===== src/rtl/doorlock_entry_ctrl.sv =====
// Keypad entry sequencer for the doorlock: drives the digit register bank,
// checks the entry against the stored password and handles unlock/lockout.
module doorlock_entry_ctrl #(
    parameter int NUM_DIGITS     = 4,
    parameter int MAX_FAIL       = 3,
    parameter int UNLOCK_CYCLES  = 50,
    parameter int LOCKOUT_CYCLES = 200,
    parameter int TIMEOUT_CYCLES = 100
) (
    input  logic                              CLK,
    input  logic                              RST,
    input  logic                              key_valid,
    input  logic [3:0]                        key_code,
    input  logic [4*NUM_DIGITS-1:0]           pw,
    input  logic [4*NUM_DIGITS-1:0]           entry_q,
    output logic [3:0]                        reg_din,
    output logic [NUM_DIGITS-1:0]             reg_ce,
    output logic [$clog2(NUM_DIGITS+1)-1:0]   digit_cnt,
    output logic                              unlock,
    output logic                              err,
    output logic                              alarm,
    output logic [2:0]                        state
);

    localparam int CNT_W  = $clog2(NUM_DIGITS + 1);
    localparam int FAIL_W = $clog2(MAX_FAIL + 1);
    localparam int TMAX_A = (UNLOCK_CYCLES > LOCKOUT_CYCLES) ? UNLOCK_CYCLES : LOCKOUT_CYCLES;
    localparam int TMAX   = (TMAX_A > TIMEOUT_CYCLES) ? TMAX_A : TIMEOUT_CYCLES;
    localparam int TW     = $clog2(TMAX + 1);

    localparam logic [CNT_W-1:0]      CNT_FULL     = CNT_W'(NUM_DIGITS);
    localparam logic [CNT_W-1:0]      CNT_ONE      = CNT_W'(1);
    localparam logic [FAIL_W-1:0]     FAIL_LAST    = FAIL_W'(MAX_FAIL - 1);
    localparam logic [FAIL_W-1:0]     FAIL_ONE     = FAIL_W'(1);
    localparam logic [TW-1:0]         TO_LAST      = TW'(TIMEOUT_CYCLES - 1);
    localparam logic [TW-1:0]         UNLOCK_LAST  = TW'(UNLOCK_CYCLES - 1);
    localparam logic [TW-1:0]         LOCK_LAST    = TW'(LOCKOUT_CYCLES - 1);
    localparam logic [TW-1:0]         TIMER_ONE    = TW'(1);
    localparam logic [NUM_DIGITS-1:0] CE_ONE       = NUM_DIGITS'(1);

    typedef enum logic [2:0] {
        S_IDLE    = 3'd0,
        S_ENTRY   = 3'd1,
        S_CHECK   = 3'd2,
        S_OPEN    = 3'd3,
        S_FAIL    = 3'd4,
        S_LOCKOUT = 3'd5
    } state_t;

    state_t                  r_state;
    logic [CNT_W-1:0]        r_digit_cnt;
    logic [FAIL_W-1:0]       r_fail_cnt;
    logic [TW-1:0]           r_timer;
    logic [NUM_DIGITS-1:0]   r_reg_ce;
    logic [3:0]              r_reg_din;
    logic                    r_unlock;
    logic                    r_err;
    logic                    r_alarm;

    logic w_digit;
    logic w_clear;
    logic w_enter;
    logic w_match;

    assign w_digit = key_valid && (key_code <= 4'd9);
    assign w_clear = key_valid && (key_code == 4'hA);
    assign w_enter = key_valid && (key_code == 4'hB);
    assign w_match = (r_digit_cnt == CNT_FULL) && (entry_q == pw);

    // Entry FSM with registered bank controls, status outputs and timers
    always_ff @(posedge CLK) begin
        if (RST) begin
            r_state     <= S_IDLE;
            r_digit_cnt <= {CNT_W{1'b0}};
            r_fail_cnt  <= {FAIL_W{1'b0}};
            r_timer     <= {TW{1'b0}};
            r_reg_ce    <= {NUM_DIGITS{1'b0}};
            r_reg_din   <= 4'd0;
            r_unlock    <= 1'b0;
            r_err       <= 1'b0;
            r_alarm     <= 1'b0;
        end else begin
            r_reg_ce  <= {NUM_DIGITS{1'b0}};
            r_reg_din <= 4'd0;
            r_err     <= 1'b0;
            case (r_state)
                S_IDLE: begin
                    if (w_digit) begin
                        r_reg_ce    <= CE_ONE;
                        r_reg_din   <= key_code;
                        r_digit_cnt <= CNT_ONE;
                        r_timer     <= {TW{1'b0}};
                        r_state     <= S_ENTRY;
                    end else begin
                        r_state <= S_IDLE;
                    end
                end
                S_ENTRY: begin
                    if (w_digit) begin
                        r_timer <= {TW{1'b0}};
                        if (r_digit_cnt < CNT_FULL) begin
                            r_reg_ce    <= CE_ONE << r_digit_cnt;
                            r_reg_din   <= key_code;
                            r_digit_cnt <= r_digit_cnt + CNT_ONE;
                        end else begin
                            r_err <= 1'b1;
                        end
                    end else if (w_clear) begin
                        r_digit_cnt <= {CNT_W{1'b0}};
                        r_timer     <= {TW{1'b0}};
                        r_state     <= S_IDLE;
                    end else if (w_enter) begin
                        r_timer <= {TW{1'b0}};
                        r_state <= S_CHECK;
                    end else if (r_timer == TO_LAST) begin
                        r_digit_cnt <= {CNT_W{1'b0}};
                        r_timer     <= {TW{1'b0}};
                        r_state     <= S_IDLE;
                    end else begin
                        r_timer <= r_timer + TIMER_ONE;
                    end
                end
                S_CHECK: begin
                    r_digit_cnt <= {CNT_W{1'b0}};
                    r_timer     <= {TW{1'b0}};
                    if (w_match) begin
                        r_fail_cnt <= {FAIL_W{1'b0}};
                        r_unlock   <= 1'b1;
                        r_state    <= S_OPEN;
                    end else if (r_fail_cnt == FAIL_LAST) begin
                        r_alarm <= 1'b1;
                        r_state <= S_LOCKOUT;
                    end else begin
                        r_fail_cnt <= r_fail_cnt + FAIL_ONE;
                        r_err      <= 1'b1;
                        r_state    <= S_FAIL;
                    end
                end
                S_FAIL: begin
                    r_state <= S_IDLE;
                end
                S_OPEN: begin
                    if (r_timer == UNLOCK_LAST) begin
                        r_timer  <= {TW{1'b0}};
                        r_unlock <= 1'b0;
                        r_state  <= S_IDLE;
                    end else begin
                        r_timer <= r_timer + TIMER_ONE;
                    end
                end
                S_LOCKOUT: begin
                    if (r_timer == LOCK_LAST) begin
                        r_timer    <= {TW{1'b0}};
                        r_alarm    <= 1'b0;
                        r_fail_cnt <= {FAIL_W{1'b0}};
                        r_state    <= S_IDLE;
                    end else begin
                        r_timer <= r_timer + TIMER_ONE;
                    end
                end
                default: begin
                    r_digit_cnt <= {CNT_W{1'b0}};
                    r_timer     <= {TW{1'b0}};
                    r_unlock    <= 1'b0;
                    r_alarm     <= 1'b0;
                    r_state     <= S_IDLE;
                end
            endcase
        end
    end

    assign reg_ce    = r_reg_ce;
    assign reg_din   = r_reg_din;
    assign digit_cnt = r_digit_cnt;
    assign unlock    = r_unlock;
    assign err       = r_err;
    assign alarm     = r_alarm;
    assign state     = r_state;

endmodule

===== config.mk =====
export PLATFORM = sky130hd
export DESIGN_NAME = doorlock_entry_ctrl
export DESIGN_NICKNAME = d
export VERILOG_FILES = /design/src/rtl/doorlock_entry_ctrl.sv
export SDC_FILE = /design/constraint.sdc
export NUM_CORES = 1
export LEC_CHECK = 0
export BUFFER_PORTS_ARGS = -buffer_cell sky130_fd_sc_hd__buf_2
export CORE_MARGIN = 2
export CORE_UTILIZATION = 54
export DETAILED_ROUTE_END_ITERATION = 10
export PLACE_DENSITY = 0.89
export RECOVER_POWER = 50
export SYNTH_ARGS = -nofsm -noshare
export SYNTH_HDL_FRONTEND = slang
export SYNTH_SLANG_ARGS = --single-unit

===== constraint.sdc =====
create_clock -name CLK -period 3.8 [get_ports CLK]
set_clock_uncertainty 0.05 [all_clocks]
set_input_delay 0.57 -clock CLK [delete_from_list [all_inputs] [get_ports CLK]]
set_output_delay 0.57 -clock CLK [all_outputs]
set_load 0.1 [all_outputs]

# Word level (Yosys, flattened, before mapping)
# Cells that the tools add are included.
# word_totals
register_bits,27
inputBits,39
out_inout_bits,17
wordCells,107
# op_classes
n_addsub,3
order_cmp,2
eq_ne,25
n_shift,1
n_mux,48
bitwise_logic,4
n_reduce_logical,15
# op_table
operator,n
$mux 8,7
$pmux 8 s5,1
$mux 3,12
$mux 4,5
$eq 16x16->1,1
$pmux 4 s2,2
$pmux 3 s5,1
$ne 2x2->1 const B,7
$mux 1,12
$ne 4x4->1 const B,3
$eq 3x3->1 const B,3
$pmux 3 s3,1
$add 8x1->8 const B,1
$eq 4x4->1 const B,2
$eq 8x6->1 const B,1
$eq 8x7->1 const B,1
$eq 8x8->1 const B,1
$reduce_and 4->1,2
$reduce_or 4->1,2
$eq 3x2->1 const B,2
$mux 2,3
$ne 3x3->1 const B,2
$pmux 1 s3,2
$reduce_and 3->1,2
other kinds (16),22

# Longest topological paths before layout
# depth
ltp_word,6
mapped_depth,8
depth_no_buf,7

# Least setup slack after synthesis
# OpenSTA, ideal clock, no wires.
# synth_path
path_kind,flip-flop to flip-flop
start,"reg r_state[0], in the netlist state[0]"
end,reg r_timer[4]
setup_time_ns,0.058
t_arrival_ns,2.555
required_time_ns,3.692
path_slack_ns,1.137
stages_incl_launch_ff,8
path_buffers,2
period_less_slack_ns,2.663
path_cell_list,dfxtp_1 buf_6 or3b_4 a311o_1 o211a_1 buf_6 o311ai_4 o21a_1
# synth_via
elab_chain_len,3
elab_cells_between_ends,9
cone_classes,5 x eq/ne; 1 x mux; 1 x bitwise; 2 x reduce/logical
# synth_rtl
item,line_no,text
"start, declared",50,state_t r_state;
"start signal, assigned",73,r_state <= S_IDLE;
"start signal, assigned",93,r_state <= S_ENTRY;
"start signal, assigned",95,r_state <= S_IDLE;
$logic_not 3->1 or $eq 3x3->1 (tied branches),86,case (r_state)
$ne 2x2->1 (no source line) or $not 1->1 (tied branches),n/a,
$reduce_and 2->1 (no source line),n/a,
"end signal, assigned",92,r_timer <= {TW{1'b0}};
"end signal, assigned",100,r_timer <= {TW{1'b0}};
"end signal, assigned",110,r_timer <= {TW{1'b0}};
"end, declared",53,logic [TW-1:0] r_timer;
# Several ways; a longest one is shown, not always the timed one.
# A chain may end at the register's enable or synchronous reset.

# Worst setup path after layout
# layout_path
start,"reg r_digit_cnt[0], in the netlist digit_cnt[0]"
end,out digit_cnt[0]
# layout_lines
item,line_no,text
"start, declared",51,logic [CNT_W-1:0] r_digit_cnt;
"start signal, assigned",74,r_digit_cnt <= {CNT_W{1'b0}};
"start signal, assigned",104,r_digit_cnt <= r_digit_cnt + CNT_ONE;
"start signal, assigned",109,r_digit_cnt <= {CNT_W{1'b0}};
"end, declared",18,"output logic [$clog2(NUM_DIGITS+1)-1:0] digit_cnt,"
# No word-level cell between the ends.

==> results.txt <==
Most common cell after layout, fill and taps aside -> buf_2
Syn_nets -> 236
Register area share after synthesis -> 0.330
Cts hold-fix bufs -> 0
Max Fclk -> 435 MHz
Pwr per Cell Area -> 289 nW/um2
Clk slew on worst S/H paths -> 0.15 ns
Routed vias/inst -> 6.06
Clk_lat worst skew -> 0.33 ns
Initial antenna violation count -> 0
Worst-path cell chain -> clkbuf_1
TritonCTS clock tree -> yes
Bufs on Longest Clock Path -> 2
CP delay by family, top -> buffers and inverters
Fin crit share -> 0.604
Post_cts resized -> 0
Post-synth top flop -> dfxtp_1
Core region area -> 2830 um2
Post-synth ARST share -> 0
IR drop worst, VDD -> 0.130 mV
# port buffers -> 55
Vias in the first global route -> 1548
Synthesized area per cell -> 8.68 um2
Worst Path Required -> 3.18 ns
Slew @ Worst Pin -> 1.17 ns
FF+latch count, synth -> 27
CP Launch Type -> flip-flop
Worst R2R Path Depth -> 6
DRC Markers -> 0
Postcts setup bufs -> 0
Fin nets -> 290
# fillers -> 252
Starting Density -> 0.580
Clk sinks -> 27
Worst min path class -> in2reg
Largest net degree at the start of global routing -> 26
CP arrival -> 1.68 ns
CP max stage cell -> clkbuf_1
GPL Wtd Cong -> 0.824
Row cnt -> 19
First-pass DRT Iterations -> 4
H-tree levels -> 1
Critical R2R Launch -> r_timer[0]$_SDFFE_PP0P_
Hold path start -> key_code[3]
Diodes inserted -> 0
Crit end category -> primary output
First-pass GRT wire length -> 6.86 mm
Die Wd -> 59.1 um
Final Hold Fails -> 0
First DRT Iteration DRCs -> 142
Cells after synthesis -> 189
Crit Path Class -> reg2out
Worst-path fanout max -> 6
CTS Buf Count -> 3
HPWL Detailed -> 3.01 mm
Worst Setup SP -> digit_cnt[0]$_SDFFE_PP0P_
Most frequent cells in the layout -> buf_2, dfxtp_1, xnor2_1
WP buf/inv -> 1
Status -> completed
Yosys warning count -> 0
CP peak stage delay -> 0.89 ns
Layout cells sized above 1 -> 0.207
CTS root buffer -> clkbuf_4
Post-route insts no fill -> 273
Max_cap viols -> 0
TNS Setup -> 0 ns
Overflow after GRT -> 0
RSZ-0062 raised after global routing -> false
Die H -> 59.1 um
Multi-input logic area -> 1020 um2
DR WL/cell -> 14.5 um
Final setup vio count -> 0
Total die area -> 3490 um2
Cell variety after synth -> 47
Total Wirelength -> 3.97 mm
Global router's overall resource usage -> 0.253
Vias -> 1655
LEAKAGE -> 0.000767 uW
Cell count after placement -> 269
Io pins -> 56
Crit path time final -> 2.30 ns
Slew Limit Headroom -> 0.224
Hold depth -> 2
Total number of cells along the worst setup path -> 1
Post-Syn Area -> 1640 um2
Antenna Nets Post-Route -> 0
Number of synthesized flops with an enable pin -> 0
P&R area growth vs syn -> 17.5%
Slew Limit Fails -> 0
Reg area -> 541 um2
layer usage:
layer / GRT usage / up-vias / share of wire
li1: - / 803 / -
met1: 0.317 / 768 / 0.42
met2: 0.452 / 69 / 0.50
met3: 0.0197 / 15 / 0.051
met4: 0.0877 / 0 / 0.028
met5: 0 / - / 0
sequential cells by signal (all words and copies together) (netlist names):
| register | flops |
|---|---|
| reg_din | 4 |
| digit_cnt | 3 |
| unlock | 1 |
| err | 1 |
| r_fail_cnt | 2 |
| reg_ce | 4 |
| r_timer | 8 |
| alarm | 1 |
| state | 3 |
cell families after synthesis:
logic type      count (synthesis)  synth area share
buf+inv                        16            0.0458
xor+xnor                       16            0.0854
fa+ha+maj                       8            0.0610
simple gates                   74             0.256
flops                          27             0.330
compound gates                 48             0.222
per-stage QoR:
stage	utilization	setup WS, ns	power [uW]	instance area [um2]	hold slack (ns)
after floorplan	-	1.14	399	1640	0.404
after global placement	0.678	1.55	433	1920	0.400
after detailed placement	0.678	1.45	437	1920	0.409
after CTS	0.687	1.60	557	1940	0.423
after global routing	0.682	1.44	586	1930	0.417
final	0.682	1.50	557	1930	0.419
final cells by class:
type                    count  share of cell area
well taps                  31              0.0201
repair buffers             55               0.134
multi-input cells         146               0.531
clock inverters             1             0.00260
inverters                  10              0.0195
flip-flops and latches     27               0.280
clock buffers               3              0.0117
Yosys cell counts, types with 5 or more instances:
| library cell | number | area (um2) |
|---|---|---|
| dfxtp_1 | 27 | 541 |
| xnor2_1 | 16 | 140 |
| nand2_1 | 14 | 52.6 |
| inv_1 | 10 | 37.5 |
| nor2_1 | 10 | 37.5 |
| a31oi_1 | 8 | 50.1 |
| ha_1 | 8 | 100 |
| nand3_1 | 8 | 40.0 |
| a21oi_1 | 7 | 35.0 |
| and2_1 | 6 | 37.5 |
| nand4_1 | 6 | 37.5 |
| o21ai_0 | 6 | 30.0 |
| and3_1 | 5 | 31.3 |
| nor3b_1 | 5 | 37.5 |
where the power goes:
group	leakage (uW)	switching [uW]	internal (uW)
clock network	0.0000177	86.7	39.6
registers	0.000219	7.55	289
logic	0.000531	85.4	48.7
worst register-to-register path, cell delays in order, from the launching register on:
cell,delay (ns)
dfxtp_1,0.46
ha_1,0.24
and4bb_1,0.31
a41o_1,0.29
o211a_1,0.38
nor2_1,0.10
a221o_1,0.33
final timing paths:
path	to	slack, ns
worst max register to register	r_timer[6]$_SDFFE_PP0P_	1.55
worst max-delay path	digit_cnt[0]	1.50
worst min register to register	unlock$_SDFFE_PP0P_	0.44
worst min-delay path	reg_din[3]$_SDFF_PP0_	0.42
Power figures use the tool's default switching activity.
